[src/rtl/imem_pkg.sv]
// Shared definitions for the instruction-memory boot loader.
//   IMEM_ADDR_WIDTH / IMEM_DATA_WIDTH / IMEM_DEPTH : text-segment geometry
//   imem_addr_t / imem_word_t                      : address and instruction types
//   loader_state_t                                 : loader FSM encoding
//   accepts_byte()                                 : states that assert byte_ready
package imem_pkg;

  localparam int IMEM_ADDR_WIDTH = 5;
  localparam int IMEM_DATA_WIDTH = 16;
  localparam int IMEM_DEPTH      = 32;

  typedef logic [IMEM_ADDR_WIDTH-1:0] imem_addr_t;
  typedef logic [IMEM_DATA_WIDTH-1:0] imem_word_t;

  typedef enum logic [2:0] {
    ST_IDLE,
    ST_HI,
    ST_LO,
    ST_WRITE,
    ST_CK_HI,
    ST_CK_LO,
    ST_DONE,
    ST_ERR
  } loader_state_t;

  // States in which the loader takes a byte from the stream.
  function automatic logic accepts_byte(input loader_state_t s);
    return (s == ST_HI) || (s == ST_LO) || (s == ST_CK_HI) || (s == ST_CK_LO);
  endfunction

endpackage

[src/rtl/imem_loader_if.sv]
// Byte-stream handshake between the host/UART byte source and the loader.
//   byte_in    : stream data (8 bits)
//   byte_valid : source has a byte on byte_in
//   byte_ready : loader accepts a byte this cycle
// A byte moves on every rising clk edge where byte_valid && byte_ready.
//   master : byte source
//   slave  : loader
interface imem_loader_if;

  logic [7:0] byte_in;
  logic       byte_valid;
  logic       byte_ready;

  modport master (
    output byte_in,
    output byte_valid,
    input  byte_ready
  );

  modport slave (
    input  byte_in,
    input  byte_valid,
    output byte_ready
  );

endinterface

[src/rtl/imem_loader.sv]
// Boot-time instruction memory loader.
// Takes a big-endian byte stream (high byte first), assembles 16-bit words,
// writes them to addresses 0..WORD_COUNT-1, then compares a trailing 16-bit
// checksum (sum of all words mod 2^16). The CPU is held in reset until a
// load completes with a matching checksum.
//   clk, rst_n    : clock and asynchronous active-low reset
//   start         : begin a load (honoured in IDLE, DONE and ERR only)
//   bus           : byte-stream handshake (byte_in / byte_valid / byte_ready)
//   wr_en         : one-cycle instruction RAM write strobe per word
//   wr_addr       : RAM write address (holds when wr_en=0)
//   wr_data       : RAM write data (holds when wr_en=0)
//   cpu_hold      : 1 = CPU held in reset
//   busy          : load in progress
//   done          : last load succeeded
//   error         : last load had a checksum mismatch
//   words_written : words written in the current or last load
module imem_loader
  import imem_pkg::*;
#(
  parameter int ADDR_WIDTH = IMEM_ADDR_WIDTH,
  parameter int DATA_WIDTH = IMEM_DATA_WIDTH,  // two bytes per word; only 16 is meaningful
  parameter int WORD_COUNT = IMEM_DEPTH        // 1..2**ADDR_WIDTH
) (
  input  logic                  clk,
  input  logic                  rst_n,
  input  logic                  start,
  imem_loader_if.slave          bus,
  output logic                  wr_en,
  output logic [ADDR_WIDTH-1:0] wr_addr,
  output logic [DATA_WIDTH-1:0] wr_data,
  output logic                  cpu_hold,
  output logic                  busy,
  output logic                  done,
  output logic                  error,
  output logic [ADDR_WIDTH:0]   words_written
);

  localparam logic [ADDR_WIDTH-1:0] LAST_ADDR = ADDR_WIDTH'(WORD_COUNT - 1);

  loader_state_t state, next_state;

  logic                  byte_ready;
  logic                  xfer;
  logic [7:0]            hi_q;
  logic [7:0]            ck_hi_q;
  logic [ADDR_WIDTH-1:0] addr;
  logic [DATA_WIDTH-1:0] sum;
  logic [DATA_WIDTH-1:0] ck_word;

  // Registered output values decoded from next_state.
  logic byte_ready_d;
  logic wr_en_d;
  logic busy_d;
  logic done_d;
  logic error_d;
  logic cpu_hold_d;

  assign bus.byte_ready = byte_ready;
  assign xfer           = bus.byte_valid && byte_ready;
  assign ck_word        = {ck_hi_q, bus.byte_in};

  // ---------------------------------------------------------------------
  // State register (decoded outputs are registered alongside the state so
  // they line up with it exactly).
  // ---------------------------------------------------------------------
  // NOTE: non-blocking assignments in clocked blocks make every register
  // sample pre-edge values, so ordering between flops cannot create races.
  always_ff @(posedge clk or negedge rst_n) begin
    if (!rst_n) begin
      state      <= ST_IDLE;
      byte_ready <= 1'b0;
      wr_en      <= 1'b0;
      busy       <= 1'b0;
      done       <= 1'b0;
      error      <= 1'b0;
      cpu_hold   <= 1'b1;
    end else begin
      state      <= next_state;
      byte_ready <= byte_ready_d;
      wr_en      <= wr_en_d;
      busy       <= busy_d;
      done       <= done_d;
      error      <= error_d;
      cpu_hold   <= cpu_hold_d;
    end
  end

  // ---------------------------------------------------------------------
  // Next-state logic
  // ---------------------------------------------------------------------
  // NOTE: next_state gets a default before the case so every path assigns
  // it; a missing assignment here would infer a latch.
  always_comb begin
    next_state = state;
    case (state)
      ST_IDLE, ST_DONE, ST_ERR: if (start) next_state = ST_HI;
      ST_HI:    if (xfer) next_state = ST_LO;
      ST_LO:    if (xfer) next_state = ST_WRITE;
      ST_WRITE: next_state = (addr == LAST_ADDR) ? ST_CK_HI : ST_HI;
      ST_CK_HI: if (xfer) next_state = ST_CK_LO;
      ST_CK_LO: if (xfer) next_state = (ck_word == sum) ? ST_DONE : ST_ERR;
      default:  next_state = ST_IDLE;
    endcase
  end

  // ---------------------------------------------------------------------
  // Output decode: values the outputs take while in next_state.
  // ---------------------------------------------------------------------
  always_comb begin
    byte_ready_d = accepts_byte(next_state);
    wr_en_d      = 1'b0;
    busy_d       = 1'b0;
    done_d       = 1'b0;
    error_d      = 1'b0;
    cpu_hold_d   = 1'b1;
    case (next_state)
      ST_HI, ST_LO, ST_CK_HI, ST_CK_LO: busy_d = 1'b1;
      ST_WRITE: begin
        wr_en_d = 1'b1;
        busy_d  = 1'b1;
      end
      ST_DONE: begin
        done_d     = 1'b1;
        cpu_hold_d = 1'b0;
      end
      ST_ERR:  error_d = 1'b1;
      default: ;
    endcase
  end

  // ---------------------------------------------------------------------
  // Datapath: byte latches, address, running checksum, write port.
  // wr_addr/wr_data are loaded on the low-byte transfer so they are valid
  // during the WRITE cycle and hold afterwards.
  // ---------------------------------------------------------------------
  always_ff @(posedge clk or negedge rst_n) begin
    if (!rst_n) begin
      hi_q          <= '0;
      ck_hi_q       <= '0;
      addr          <= '0;
      sum           <= '0;
      words_written <= '0;
      wr_addr       <= '0;
      wr_data       <= '0;
    end else begin
      case (state)
        ST_IDLE, ST_DONE, ST_ERR: begin
          if (start) begin
            addr          <= '0;
            sum           <= '0;
            words_written <= '0;
          end
        end
        ST_HI: begin
          if (xfer) hi_q <= bus.byte_in;
        end
        ST_LO: begin
          if (xfer) begin
            wr_addr <= addr;
            wr_data <= {hi_q, bus.byte_in};
          end
        end
        ST_WRITE: begin
          sum           <= sum + wr_data;  // wraps mod 2^DATA_WIDTH
          words_written <= words_written + (ADDR_WIDTH + 1)'(1);
          // The address stops at the last word instead of wrapping.
          if (addr != LAST_ADDR) addr <= addr + ADDR_WIDTH'(1);
        end
        ST_CK_HI: begin
          if (xfer) ck_hi_q <= bus.byte_in;
        end
        default: ;
      endcase
    end
  end

endmodule

[src/flat_wrapper.sv]
// flat-port wrapper written by rule: the top's interface ports become plain ports
module imem_loader_flat import imem_pkg::*;
#(
  parameter int ADDR_WIDTH = IMEM_ADDR_WIDTH,
  parameter int DATA_WIDTH = IMEM_DATA_WIDTH,                                              
  parameter int WORD_COUNT = IMEM_DEPTH                           
)
  (clk, rst_n, start, wr_en, wr_addr, wr_data, cpu_hold, busy, done, error, words_written, bus_byte_in, bus_byte_valid, bus_byte_ready);
  imem_loader_if bus_i ();
  input  logic clk;
  input  logic rst_n;
  input  logic start;
  output logic wr_en;
  output logic [ADDR_WIDTH-1:0] wr_addr;
  output logic [DATA_WIDTH-1:0] wr_data;
  output logic cpu_hold;
  output logic busy;
  output logic done;
  output logic error;
  output logic [ADDR_WIDTH:0] words_written;
  input wire logic [$bits(bus_i.byte_in)-1:0] bus_byte_in;
  input wire logic [$bits(bus_i.byte_valid)-1:0] bus_byte_valid;
  output wire logic [$bits(bus_i.byte_ready)-1:0] bus_byte_ready;
  assign bus_i.byte_in = bus_byte_in;
  assign bus_i.byte_valid = bus_byte_valid;
  assign bus_byte_ready = bus_i.byte_ready;
  imem_loader #(.ADDR_WIDTH(ADDR_WIDTH), .DATA_WIDTH(DATA_WIDTH), .WORD_COUNT(WORD_COUNT)) u_core (.clk(clk), .rst_n(rst_n), .start(start), .bus(bus_i), .wr_en(wr_en), .wr_addr(wr_addr), .wr_data(wr_data), .cpu_hold(cpu_hold), .busy(busy), .done(done), .error(error), .words_written(words_written));
endmodule
[config.mk]
export PLATFORM = sky130hd
export DESIGN_NAME = imem_loader_flat
export DESIGN_NICKNAME = d
export VERILOG_FILES = /design/src/rtl/imem_pkg.sv /design/src/rtl/imem_loader_if.sv /design/src/rtl/imem_loader.sv /design/src/flat_wrapper.sv
export SDC_FILE = /design/constraint.sdc
export NUM_CORES = 1
export LEC_CHECK = 0
export ABC_AREA = 1
export ABC_CLOCK_PERIOD_IN_PS = 1550
export CAP_MARGIN = 15
export CORE_MARGIN = 5
export CORE_UTILIZATION = 35
export CTS_BUF_LIST = sky130_fd_sc_hd__clkbuf_16
export DETAILED_ROUTE_END_ITERATION = 6
export PLACE_DENSITY = 0.68
export SLEW_MARGIN = 20
export SYNTH_ARGS = -nofsm -noshare
export SYNTH_HDL_FRONTEND = slang
export SYNTH_SLANG_ARGS = --single-unit
export TNS_END_PERCENT = 20
[constraint.sdc]
create_clock -name clk -period 1.55 [get_ports clk]
set_input_delay 0.3875 -clock clk [delete_from_list [all_inputs] [get_ports clk]]
set_output_delay 0.3875 -clock clk [all_outputs]
set_load 0.02 [all_outputs]
==> results.toml <==
[run_status]
violations = "setup timing"
status = "finished with violations"

[sta]
fin_skew_ps = 8.336
fin_tns_setup_ps = -2568
hold_viol = 0
tightest_slew_ps = 394.3
fmax_mhz = 563.1
rsz0062_at_grt = "true"
slew_headroom_pct = 73.71
final.min_clock_period_ps = 1776
hold_ws_ps = 71.71
layout_setup_ws_ps = -226.0
slew_viol_final = 0
finalSetupViolCount = 20
period_share_pct = 114.6

[detailed_routing]
drt_pass1_iterations = 5
drt_iter0_drc = 178
via_per_inst = 4.810
num_vias = 3627
drc = 0
wl_per_cell_um = 14.22
wl_um = 10720
ant_nets = 0

[worst_setup_path]
crit_end = "u_core.busy"
crit_fanout = 3
r2r_start = "u_core.addr[1]"
r2r_slack_ps = -230
end_kind = "register"
crit_chain = "ha_2 > inv_2 > nor3_4 > ha_4 > nor2_4 > nor2_2 > nand3_2 > nor2_4 > nand3_2 > nand2_2 > nand3_1"
r2r-end = "u_core.busy"
reg2reg_depth = 11
arrival_ps = 1990
startpoint = "u_core.addr[1]"
required_ps = 1770
max_stage_delay_ps = 360
critical_path_class = "register to register"
slowest_stage = "dfrtp_1"
startpoint_type = "register"

[placement]
portBuffers = 44
gp_congestion = 0.9523
dpl-instance-area_um2 = 5041
hpwl_um = 7801
placed_cells = 735
dp_slack_ps = -455.0

[clock_tree]
cts_made_buffers = 9
path_clk_slew_ps = 60
clockRootBuffer = "clkbuf_16"
clock_latency_ps = 340
cts_hold_buffers = 0
clock-sinks = 73
cts_max_level = 3
cts_buffer_depth = 2
cts_tree = "done"

[synth]
syn-mean-instance-area_um2 = 7.914
synth_edf_count = 0
async_flop_share_pct = 100.0
yosysWarnings = 0
synth-main-ff-cell = "dfrtp_1"
synth_cell_type_count = 36
synth_nets = 523
synth_area_um2 = 3894
syn_inst = 492
synth-seq-cells = 73
ys_seq_area_share_pct = 46.95

[die]
die_y_um = 115.5
initial_core_util_pct = 35.76
dieWidth_um = 115.5
die-area_um2 = 13330
design.core.area_um2 = 10890
io_pins = 45
num_rows = 38

[global_routing]
grt_usage_pct = 16.87
grt_first_pass_wirelength_um = 17620
grt-ovfl-total = 0
grt_pass1_vias = 3634
grt_max_degree = 74
antenna_found_initial = 0

[final_layout]
drive_gt1_share_pct = 26.22
final_util_pct = 50.82
final_area_um2 = 5533
nets = 640
fill_cells = 1002
final_cells = 754
area_growth_pct = 42.10
diodes = 0

[pwr]
power_mw = 10.81
power_density_nw_per_um2 = 1953
total_leakage_power_nw = 2.790
vdd_drop_max_mv = 1.148

[min_path]
hold_class = "primary input to async pin"

[job]
drv_cap = 0
[state kept, by name (all words and copies together) (netlist names)]
register and count:
u_core.sum 16, u_core.wr_data 16, u_core.ck_hi_q 8, u_core.hi_q 8
u_core.words_written 6, u_core.addr 5, u_core.wr_addr 5, u_core.state 3
u_core.bus.byte_ready 1, u_core.busy 1, u_core.cpu_hold 1, u_core.done 1
u_core.error 1, u_core.wr_en 1
[worst max-delay path, delay by kind of cell (launching register included)]
family / cells / cell delay [ps]
AND/OR/NAND/NOR: 8 / 820
adder cells (fa/ha/maj): 2 / 400
flip-flops: 1 / 360
buffers and inverters: 1 / 60
[what timing repair did]
item                                    in CTS  in global routing
setup buffers                                1                  2
resized for setup                           78                 37
endpoints found under the setup margin      55                 38
pin swaps                                    6                  8
[Yosys cell counts, drive strengths merged, types with 2 or more instances]
library cell,count,area share [%]
nand2,166,16
dfrtp,72,46
o21ai,57,7.3
inv,54,5.2
nor2,43,5.0
a21oi,25,3.3
nand3,22,3.3
ha,18,5.8
buf,7,1.3
nor3,5,1.3
o22ai,5,0.80
xnor2,4,0.90
clkbuf,2,0.19
nor4,2,0.32
o21a,2,0.39
[area by class of cell]
type                    count  area (µm²)  share of cell area [%]
clock inverters             7       141.4                   2.555
inverters                  54       202.7                   3.663
repair buffers            115       932.1                   16.85
flip-flops and latches     73        1829                   33.06
well taps                 140       175.2                   3.166
clock buffers               9       225.2                   4.071
multi-input cells         356        2027                   36.63
[placed cells by master (no fill, tap or decap), types with 5 or more instances in the layout]
cell / n
nand2_1: 152
dfrtp_1: 71
buf_4: 68
inv_1: 50
o21ai_0: 39
nor2_1: 33
dlygate4sd2_1: 18
o21ai_1: 17
nand3_1: 16
a21oi_1: 16
nand2_2: 10
ha_1: 10
clkdlybuf4s50_1: 10
clkbuf_16: 9
nor2_2: 7
a21oi_2: 7
clkbuf_2: 7
ha_4: 6
o22ai_1: 5
nand3_2: 5
buf_2: 5
[how the worst min path moves through the flow]
stage / end / slack [ps] / depth (start not counted)
4_1_cts: u_core.words_written[4] / 90 / 2
3_3_place_gp: u_core.words_written[5] / 440 / 2
3_5_place_dp: u_core.words_written[4] / 450 / 2
2_1_floorplan: u_core.addr[0] / 90 / 0
6_report: u_core.words_written[4] / 70 / 2
5_1_grt: u_core.words_written[4] / 120 / 2
[power by group]
group / internal [mW] / switching [mW] / leakage, nW
Sequential: 2.56 / 0.502 / 0.960
Combinational: 2.26 / 2.91 / 1.65
Clock: 1.74 / 0.824 / 0.178
Total: 6.57 / 4.24 / 2.79
[routing by layer]
metal | track usage (%) | share of wire, % | vias up
met1 | 21.61 | 43 | 1707
met4 | 6.260 | 2.3 | 0
met2 | 27.55 | 50 | 77
li1 | - | - | 1824
met5 | 0 | 0 | -
met3 | 4.386 | 4.9 | 19
[cell families (layout without fill, tap and decap cells)]
| family | after synthesis | after routing | synth area share [%] |
|---|---|---|---|
| compound gates | 93 | 93 | 12.60 |
| xor+xnor | 5 | 5 | 1.125 |
| fa+ha+maj | 19 | 19 | 6.298 |
| buf+inv | 63 | 185 | 6.684 |
| flops | 73 | 73 | 46.95 |
| simple gates | 239 | 239 | 26.35 |
Power figures use the tool's default switching activity.
